$ cat src/rtl/frame_buf_rd_fetch_if.sv
// ---------------------------------------------------------------------------
// frame_buf_rd_fetch_if
//   Bundles the two buses of the frame-buffer read-fetch stage:
//   - Avalon read side: avl_read_req / avl_ready / avl_rdata / avl_rdata_valid
//     from the frame buffer and memory, plus the active-low rd_en throttle
//     going back to the frame buffer.
//   - Pixel stream side: pix_data / pix_valid / pix_ready with the
//     pix_sof / pix_eol frame markers.
//   Modports:
//     master - the fetch stage (drives rd_en and the pixel stream)
//     slave  - the surroundings (frame buffer, memory, pixel consumer)
// ---------------------------------------------------------------------------
interface frame_buf_rd_fetch_if #(
  parameter int DATA_WIDTH = 32
);
  logic                  avl_read_req;
  logic                  avl_ready;
  logic [DATA_WIDTH-1:0] avl_rdata;
  logic                  avl_rdata_valid;
  logic                  rd_en;
  logic [DATA_WIDTH-1:0] pix_data;
  logic                  pix_valid;
  logic                  pix_ready;
  logic                  pix_sof;
  logic                  pix_eol;

  modport master (
    input  avl_read_req,
    input  avl_ready,
    input  avl_rdata,
    input  avl_rdata_valid,
    input  pix_ready,
    output rd_en,
    output pix_data,
    output pix_valid,
    output pix_sof,
    output pix_eol
  );

  modport slave (
    output avl_read_req,
    output avl_ready,
    output avl_rdata,
    output avl_rdata_valid,
    output pix_ready,
    input  rd_en,
    input  pix_data,
    input  pix_valid,
    input  pix_sof,
    input  pix_eol
  );
endinterface

$ cat src/rtl/frame_buf_rd_fetch.sv
// ---------------------------------------------------------------------------
// frame_buf_rd_fetch
//   Read-side fetch stage of the frame buffer. Throttles the frame buffer's
//   active-low read enable with credit-based flow control, captures Avalon
//   read-return data into a small first-word-fall-through FIFO and presents
//   it as a valid/ready pixel stream with start-of-frame / end-of-line
//   markers. Overflow and underrun are reported as sticky error flags.
//
// Ports:
//   rd_clk     in   single clock, rising edge
//   reset      in   synchronous, active-high
//   stream_en  in   high = fetch frames continuously
//   clr_err    in   clears the sticky error flags
//   overflow   out  sticky: return data arrived while the FIFO was full
//   underrun   out  sticky: consumer starved mid-frame while fetching
//   bus        master modport of frame_buf_rd_fetch_if (Avalon read side,
//              rd_en throttle, pixel stream)
// ---------------------------------------------------------------------------
module frame_buf_rd_fetch #(
  parameter int DATA_WIDTH = 32,
  parameter int FIFO_DEPTH = 16,
  parameter int FIFO_AW    = 4,
  parameter int SLACK      = 2,
  parameter int H_RES      = 640,
  parameter int V_RES      = 480
) (
  input  logic                 rd_clk,
  input  logic                 reset,
  input  logic                 stream_en,
  input  logic                 clr_err,
  output logic                 overflow,
  output logic                 underrun,
  frame_buf_rd_fetch_if.master bus
);

  localparam int XW = (H_RES > 1) ? $clog2(H_RES) : 1;
  localparam int YW = (V_RES > 1) ? $clog2(V_RES) : 1;

  localparam logic [FIFO_AW+1:0] CREDIT_LIMIT = (FIFO_AW+2)'(FIFO_DEPTH - SLACK);
  localparam logic [FIFO_AW:0]   FULL_COUNT   = (FIFO_AW+1)'(FIFO_DEPTH);
  localparam logic [FIFO_AW:0]   CNT_ONE      = (FIFO_AW+1)'(1);
  localparam logic [XW-1:0]      X_LAST       = XW'(H_RES - 1);
  localparam logic [YW-1:0]      Y_LAST       = YW'(V_RES - 1);

  typedef enum logic [1:0] {
    IDLE  = 2'd0,
    FETCH = 2'd1,
    DRAIN = 2'd2
  } state_t;

  state_t state_reg, state_next;
  logic   rd_en_reg, rd_en_next;

  // Return FIFO storage. At this depth it maps to distributed RAM, so the
  // head word is read asynchronously to get fall-through timing.
  logic [DATA_WIDTH-1:0] mem [FIFO_DEPTH];
  logic [FIFO_AW-1:0]    wr_ptr_reg, rd_ptr_reg;
  logic [FIFO_AW:0]      count_reg, count_next;
  logic [FIFO_AW:0]      outstanding_reg, outstanding_next;

  logic [XW-1:0] x_reg;
  logic [YW-1:0] y_reg;

  logic overflow_reg, underrun_reg;

  logic                accept;
  logic                rvalid;
  logic                fifo_full;
  logic                fifo_valid;
  logic                pop;
  logic                push;
  logic                overflow_set;
  logic                underrun_set;
  logic [FIFO_AW+1:0]  credit_sum;
  logic                credit_ok;
  logic                mid_frame;

  assign accept     = bus.avl_read_req & bus.avl_ready;
  assign rvalid     = bus.avl_rdata_valid;
  assign fifo_full  = (count_reg == FULL_COUNT);
  assign fifo_valid = (count_reg != '0);
  assign pop        = fifo_valid & bus.pix_ready;

  // Returns seen in IDLE belong to requests cancelled by a reset; drop them
  // silently. A full FIFO still accepts a word when the head leaves the
  // same cycle.
  assign push         = rvalid & (state_reg != IDLE) & (~fifo_full | pop);
  assign overflow_set = rvalid & (state_reg != IDLE) & fifo_full & ~pop;

  // Words already buffered plus words still in flight must leave SLACK
  // entries free for requests the frame buffer issues before it sees rd_en.
  assign credit_sum = {1'b0, outstanding_reg} + {1'b0, count_reg};
  assign credit_ok  = (credit_sum < CREDIT_LIMIT);

  assign mid_frame    = (x_reg != '0) | (y_reg != '0);
  assign underrun_set = (state_reg == FETCH) & bus.pix_ready & ~fifo_valid & mid_frame;

  // Outstanding credits: increment on accepted request, decrement on return,
  // never below zero (stray returns are ignored).
  always_comb begin
    outstanding_next = outstanding_reg;
    if (accept && !rvalid) begin
      outstanding_next = outstanding_reg + CNT_ONE;
    end else if (!accept && rvalid && (outstanding_reg != '0)) begin
      outstanding_next = outstanding_reg - CNT_ONE;
    end
  end

  always_comb begin
    count_next = count_reg;
    case ({push, pop})
      2'b10:   count_next = count_reg + CNT_ONE;
      2'b01:   count_next = count_reg - CNT_ONE;
      default: count_next = count_reg;
    endcase
  end

  // FSM next-state and registered rd_en value
  always_comb begin
    state_next = state_reg;
    rd_en_next = 1'b1;
    case (state_reg)
      IDLE: begin
        if (stream_en) state_next = FETCH;
      end
      FETCH: begin
        if (!stream_en) begin
          state_next = DRAIN;
        end else begin
          rd_en_next = ~credit_ok;
        end
      end
      DRAIN: begin
        // Re-enabling during drain only takes effect once back in IDLE.
        if (outstanding_reg == '0) state_next = IDLE;
      end
      default: state_next = IDLE;
    endcase
  end

  always_ff @(posedge rd_clk) begin
    if (reset) begin
      state_reg       <= IDLE;
      rd_en_reg       <= 1'b1;
      wr_ptr_reg      <= '0;
      rd_ptr_reg      <= '0;
      count_reg       <= '0;
      outstanding_reg <= '0;
      x_reg           <= '0;
      y_reg           <= '0;
      overflow_reg    <= 1'b0;
      underrun_reg    <= 1'b0;
    end else begin
      state_reg       <= state_next;
      rd_en_reg       <= rd_en_next;
      count_reg       <= count_next;
      outstanding_reg <= outstanding_next;
      if (push) wr_ptr_reg <= wr_ptr_reg + FIFO_AW'(1);
      if (pop)  rd_ptr_reg <= rd_ptr_reg + FIFO_AW'(1);

      // Frame position follows consumed pixels only, so pausing the
      // stream keeps it aligned with the frame buffer's address.
      if (pop) begin
        if (x_reg == X_LAST) begin
          x_reg <= '0;
          y_reg <= (y_reg == Y_LAST) ? '0 : y_reg + YW'(1);
        end else begin
          x_reg <= x_reg + XW'(1);
        end
      end

      // Set has priority over clear.
      overflow_reg <= overflow_set | (overflow_reg & ~clr_err);
      underrun_reg <= underrun_set | (underrun_reg & ~clr_err);
    end
  end

  always_ff @(posedge rd_clk) begin
    if (push) mem[wr_ptr_reg] <= bus.avl_rdata;
  end

  assign bus.rd_en     = rd_en_reg;
  assign bus.pix_data  = mem[rd_ptr_reg];
  assign bus.pix_valid = fifo_valid;
  assign bus.pix_sof   = fifo_valid & (x_reg == '0) & (y_reg == '0);
  assign bus.pix_eol   = fifo_valid & (x_reg == X_LAST);

  assign overflow = overflow_reg;
  assign underrun = underrun_reg;

endmodule
$ cat src/flat_wrapper.sv
// flat-port wrapper written by rule: the top's interface ports become plain ports
module frame_buf_rd_fetch_flat 
#(
  parameter int DATA_WIDTH = 32,
  parameter int FIFO_DEPTH = 16,
  parameter int FIFO_AW    = 4,
  parameter int SLACK      = 2,
  parameter int H_RES      = 640,
  parameter int V_RES      = 480
)
  (rd_clk, reset, stream_en, clr_err, overflow, underrun, bus_avl_read_req, bus_avl_ready, bus_avl_rdata, bus_avl_rdata_valid, bus_pix_ready, bus_rd_en, bus_pix_data, bus_pix_valid, bus_pix_sof, bus_pix_eol);
  frame_buf_rd_fetch_if #(.DATA_WIDTH(DATA_WIDTH)) bus_i ();
  input  logic rd_clk;
  input  logic reset;
  input  logic stream_en;
  input  logic clr_err;
  output logic overflow;
  output logic underrun;
  input wire logic [$bits(bus_i.avl_read_req)-1:0] bus_avl_read_req;
  input wire logic [$bits(bus_i.avl_ready)-1:0] bus_avl_ready;
  input wire logic [$bits(bus_i.avl_rdata)-1:0] bus_avl_rdata;
  input wire logic [$bits(bus_i.avl_rdata_valid)-1:0] bus_avl_rdata_valid;
  input wire logic [$bits(bus_i.pix_ready)-1:0] bus_pix_ready;
  output wire logic [$bits(bus_i.rd_en)-1:0] bus_rd_en;
  output wire logic [$bits(bus_i.pix_data)-1:0] bus_pix_data;
  output wire logic [$bits(bus_i.pix_valid)-1:0] bus_pix_valid;
  output wire logic [$bits(bus_i.pix_sof)-1:0] bus_pix_sof;
  output wire logic [$bits(bus_i.pix_eol)-1:0] bus_pix_eol;
  assign bus_i.avl_read_req = bus_avl_read_req;
  assign bus_i.avl_ready = bus_avl_ready;
  assign bus_i.avl_rdata = bus_avl_rdata;
  assign bus_i.avl_rdata_valid = bus_avl_rdata_valid;
  assign bus_i.pix_ready = bus_pix_ready;
  assign bus_rd_en = bus_i.rd_en;
  assign bus_pix_data = bus_i.pix_data;
  assign bus_pix_valid = bus_i.pix_valid;
  assign bus_pix_sof = bus_i.pix_sof;
  assign bus_pix_eol = bus_i.pix_eol;
  frame_buf_rd_fetch #(.DATA_WIDTH(DATA_WIDTH), .FIFO_DEPTH(FIFO_DEPTH), .FIFO_AW(FIFO_AW), .SLACK(SLACK), .H_RES(H_RES), .V_RES(V_RES)) u_core (.rd_clk(rd_clk), .reset(reset), .stream_en(stream_en), .clr_err(clr_err), .overflow(overflow), .underrun(underrun), .bus(bus_i));
endmodule
$ cat config.mk
export PLATFORM = sky130hd
export DESIGN_NAME = frame_buf_rd_fetch_flat
export DESIGN_NICKNAME = d
export VERILOG_FILES = /design/src/rtl/frame_buf_rd_fetch_if.sv /design/src/rtl/frame_buf_rd_fetch.sv /design/src/flat_wrapper.sv
export SDC_FILE = /design/constraint.sdc
export NUM_CORES = 1
export LEC_CHECK = 0
export ABC_CLOCK_PERIOD_IN_PS = 7500
export BUFFER_PORTS_ARGS = -buffer_cell sky130_fd_sc_hd__buf_2
export CELL_PAD_IN_SITES_DETAIL_PLACEMENT = 1
export CELL_PAD_IN_SITES_GLOBAL_PLACEMENT = 1
export CORE_ASPECT_RATIO = 0.75
export CORE_MARGIN = 2
export CORE_UTILIZATION = 50
export DETAILED_ROUTE_END_ITERATION = 6
export PLACE_DENSITY = 0.81
export SLEW_MARGIN = 15
export SYNTH_ARGS = -nofsm -noshare
export SYNTH_HDL_FRONTEND = slang
export SYNTH_SLANG_ARGS = --single-unit
export TNS_END_PERCENT = 5
$ cat constraint.sdc
create_clock -name rd_clk -period 7.5 [get_ports rd_clk]
set_clock_uncertainty 0.1 [all_clocks]
set_input_delay 1.5 -clock rd_clk [delete_from_list [all_inputs] [get_ports rd_clk]]
set_output_delay 1.5 -clock rd_clk [all_outputs]
set_load 0.01 [all_outputs]
# Word-level counts from Yosys, hierarchy flattened
# Memory sizes are Yosys's and may differ from the RTL's. A register that Yosys moved wholly into a read port is not among the register bits.
# Index checks and enable logic that the tools add are counted.
[classes] n_eq_ne=10 reduce_logical=19 n_mux=13 n_lt_le_gt_ge=1 n_bitwise=25 addsub=9
[op_table] cell="$and 1x1->1" count=14
[op_table] cell="$add 10x1->10 const B" count=1
[op_table] cell="$add 5x1->5 const B" count=2
[op_table] cell="$eq 10x10->1 const B" count=1
[op_table] cell="$logic_not 10->1" count=1
[op_table] cell="$mux 10" count=1
[op_table] cell="$mux 5" count=2
[op_table] cell="$pmux 5 s2" count=1
[op_table] cell="$reduce_bool 10->1" count=1
[op_table] cell="$reduce_bool 5->1" count=2
[op_table] cell="$sub 5x1->5 const B" count=2
[op_table] cell="$add 9x1->9 const B" count=1
[op_table] cell="$eq 9x9->1 const B" count=1
[op_table] cell="$logic_not 9->1" count=1
[op_table] cell="$mux 9" count=1
[op_table] cell="$reduce_bool 9->1" count=1
[op_table] cell="$add 4x1->4 const B" count=2
[op_table] cell="$mux 4" count=2
[op_table] cell="$not 1->1" count=7
[op_table] cell="$add 5x5->6" count=1
[op_table] cell="$lt 6x4->1 const B" count=1
[op_table] cell="$mux 2" count=3
[op_table] cell="$pmux 2 s3" count=1
[op_table] cell="$reduce_bool 2->1" count=3
[op_table] cell="other kinds (14)" count=24
[word_totals] ramBits=512 reg_bits=42 input_bits=40 output_inout_bits=38 mem_count=1
[memory_table] name="u_core.mem" words=16 word_bits=32 read_ports=1 rd_ports_with_merged_regs=1 write_ports=1 line="frame_buf_rd_fetch.sv:56" text="logic [DATA_WIDTH-1:0] mem [FIFO_DEPTH];"

# Longest topological paths before layout
[logic_depth] ltp_word=6 ltp_mapped=12

# Worst setup path before layout
# OpenSTA, ideal clock, no wires.
[synth_timing] path_type="in2reg" start="input bus_avl_rdata_valid" end="memory u_core.mem[4][0], enable pin" path_buffers=1 cell_stages=5 arrival_ns=4.343 setup_ns=0.461 setup_slack_ns=2.596 cell_sequence="o21ai_1 -> a31oi_1 -> buf_2 -> nand2_1 -> nor3_1"
[synth_between] elab_chain_cells=4
[synth_rtl] element="start, declared" line="flat_wrapper.sv:22" text="input wire logic [$bits(bus_i.avl_rdata_valid)-1:0] bus_avl_rdata_valid;"
[synth_rtl] element="$and 1x1->1 (2 in series)" line="frame_buf_rd_fetch.sv:87" text="assign push = rvalid & (state_reg != IDLE) & (~fifo_full | pop);"
[synth_rtl] element="$mux 1" line="frame_buf_rd_fetch.sv:179" text="if (push) mem[wr_ptr_reg] <= bus.avl_rdata;"
[synth_rtl] element="$mux 1 (not written as such)" line="frame_buf_rd_fetch.sv:179"
[synth_rtl] element="end, declared" line="frame_buf_rd_fetch.sv:56"
# Every way passes these cells.

==> metrics.txt <==
status=completed; Synth Warn #=0; IO Port Bufs=77; Worst Hold Class=flop to flop; GRT Overall Usage=0.222; CP max stage delay=0.91 ns; Final Wtd Congestion=0.751; detailed-route DRC error count=0; WS Path Type=flop to output pin; Final min period=5.07 ns; die height=185 um; Final Hold Violating Endpoints=0; max reg flops=512; Pwr Total=7.33 mW; pre-CTS WS=2.96 ns; R2R setup slack=4.38 ns; Worst setup endpoint=bus_pix_data[22]; CTS buffer count=52; Setup-failing EPs final=0; R2R Path End=u_core.mem[13][28]; Die Wd=245 um; Slew headroom=0.408; Routed WL=48700 um; worst-case reg-to-reg path depth=6; die area=45200 um2; startpoint types=flop; CTS H-tree lvls=2; floorplan row count=66; clk slew on worst S/H paths=0.06 ns; drt wl/cell=28.0 um; Worst Path Required=5.90 ns; CTS root buf=clkbuf_16; Async SR Flop Fraction=0; via count=10400; Cell Pwr Density=299 nW/um2; Core ar.=43100 um2; share of the synthesized area in the top cell type=0.707; clk buf depth=3; hold buffers post-CTS=0; Mapped Cells=1006; Top Ports=78; Slew @ Worst Pin=0.888 ns; vias in the first global route=11100; Layout fillers=3726; Mapped Area=21700 um2; commonest non-fill, non-tap cells in the layout=edfxtp_1 (512), mux4_2 (160), buf_2 (77); CP max FO=41; setup TNS=0 ns; RSZ-0062 raised after global routing=no; TritonCTS clock tree=yes; CP Cell Sequence=buf_4 > mux4_2 > mux4_2 > buf_2; Leak=7.71 nW; CP max-delay cell=dfxtp_4; endpoint type of the worst setup path=output pin; worst r2r src=u_core.count_reg[1]; #FFs+latches synth=558; Yosys cell types=49; Max Cap Viol=0; fmax=197 MHz; critical path data arrival time=3.47 ns; commonest non-fill, non-tap cell in the layout=edfxtp_1; Avg Cell Area, Syn=21.6 um2; Seq/Total Area, Yosys=0.749; Clock Sinks=558; Setup WS post-layout=2.43 ns; initial antenna violation count=2; top_reg_cell synth=edfxtp_1; flip-flop and latch area=16300 um2; post_cts resized=0; most frequent CP cell=mux4_2; Pre-Repair DR Iteration Count=5; 1st-iter DRT viols=992; maximum vdd ir drop=0.210 mV; dpl hpwl=27300 um; grt total ovfl=0; post-synth top area cell=edfxtp_1; share of layout cells above drive strength 1=0.317; Post-synth EDFFs=512; post-synth net total=1065; Clock Latency Late Sink=0.58 ns; Layout Area Growth over Synthesis=12.7%; largest net degree at the start of global routing=59; Post-CTS Repair Setup Buffers=0; final worst-path cycle share=0.676; Final #Nets=1178; Vias/cell=5.98; Initial Utilization=0.504; post-route ant nets=0; first-pass GRT wire length=73000 um; ranking of synthesized cells by area=edfxtp_1 (71%), mux4_2 (17%), dfxtp_1 (4.2%); multi-input logic area=5160 um2; Final Max Tran Viols=0
## per-stage QoR
| stage | util | hold slack, ns | cells | area [um2] |
|---|---|---|---|---|
| after floorplan | - | 0.316 | 1006 | 21700 |
| after CTS | 0.569 | 0.363 | 1740 | 24500 |
| after global placement | 0.530 | 0.346 | 1643 | 22900 |
| after global routing | 0.569 | 0.387 | 1741 | 24500 |
| final | 0.569 | 0.360 | 1741 | 24500 |
| after detailed placement | 0.530 | 0.350 | 1643 | 22900 |
## layout make-up
| type | instances | share of cell area |
|---|---|---|
| diodes | 1 | 0.000102 |
| clock buffers | 65 | 0.0568 |
| repair buffers | 105 | 0.0248 |
| inverters | 17 | 0.00260 |
| flip-flops and latches | 558 | 0.665 |
| well taps | 578 | 0.0295 |
| clock inverters | 32 | 0.0106 |
| multi-input cells | 385 | 0.210 |
## worst min-delay path by stage
stage	from	end	cells after the start
floorplan	u_core.state_reg[0]	u_core.bus.rd_en	1
global placement	u_core.state_reg[0]	u_core.bus.rd_en	1
detailed placement	u_core.state_reg[0]	u_core.bus.rd_en	1
global route	u_core.state_reg[0]	u_core.bus.rd_en	1
CTS	u_core.state_reg[0]	u_core.bus.rd_en	1
finish	u_core.state_reg[0]	u_core.bus.rd_en	1
## synthesized netlist by cell type, types with 7 or more instances
library cell	number
dfxtp_1	46
buf_6	13
nand2_1	22
nand4_1	12
edfxtp_1	512
xor2_1	15
ha_1	17
inv_1	17
nor3_1	17
and2_1	9
a21oi_1	13
mux4_2	160
nand3_1	7
clkbuf_1	23
xnor2_1	15
nor2_1	38
## worst max-delay path: cells and delay by family, from the launching register on
kind / cells / cell delay, ns
flops: 1 / 0.91
buf+inv: 2 / 0.80
mux: 2 / 1.10
## cells by family after synthesis
family | Yosys count | share of synthesized area
compound gates | 36 | 0.0108
simple gates | 136 | 0.0323
mux | 164 | 0.168
fa+ha+maj | 19 | 0.0116
flops | 558 | 0.749
buf+inv | 63 | 0.0161
xor+xnor | 30 | 0.0121
## per-layer routing
layer / GRT usage / part of all wire
met5: 0 / 0.00027
met4: 0.0554 / 0.019
met3: 0.0345 / 0.050
met2: 0.369 / 0.50
met1: 0.311 / 0.43
## power breakdown
part | switching (mW) | leakage [nW] | internal (mW) | total [mW]
clock | 1.13 | 0.817 | 1.45 | 2.58
combinational | 0.550 | 1.91 | 0.638 | 1.19
sequential | 0.124 | 4.98 | 3.44 | 3.57
(Power assumes the default switching activity.)
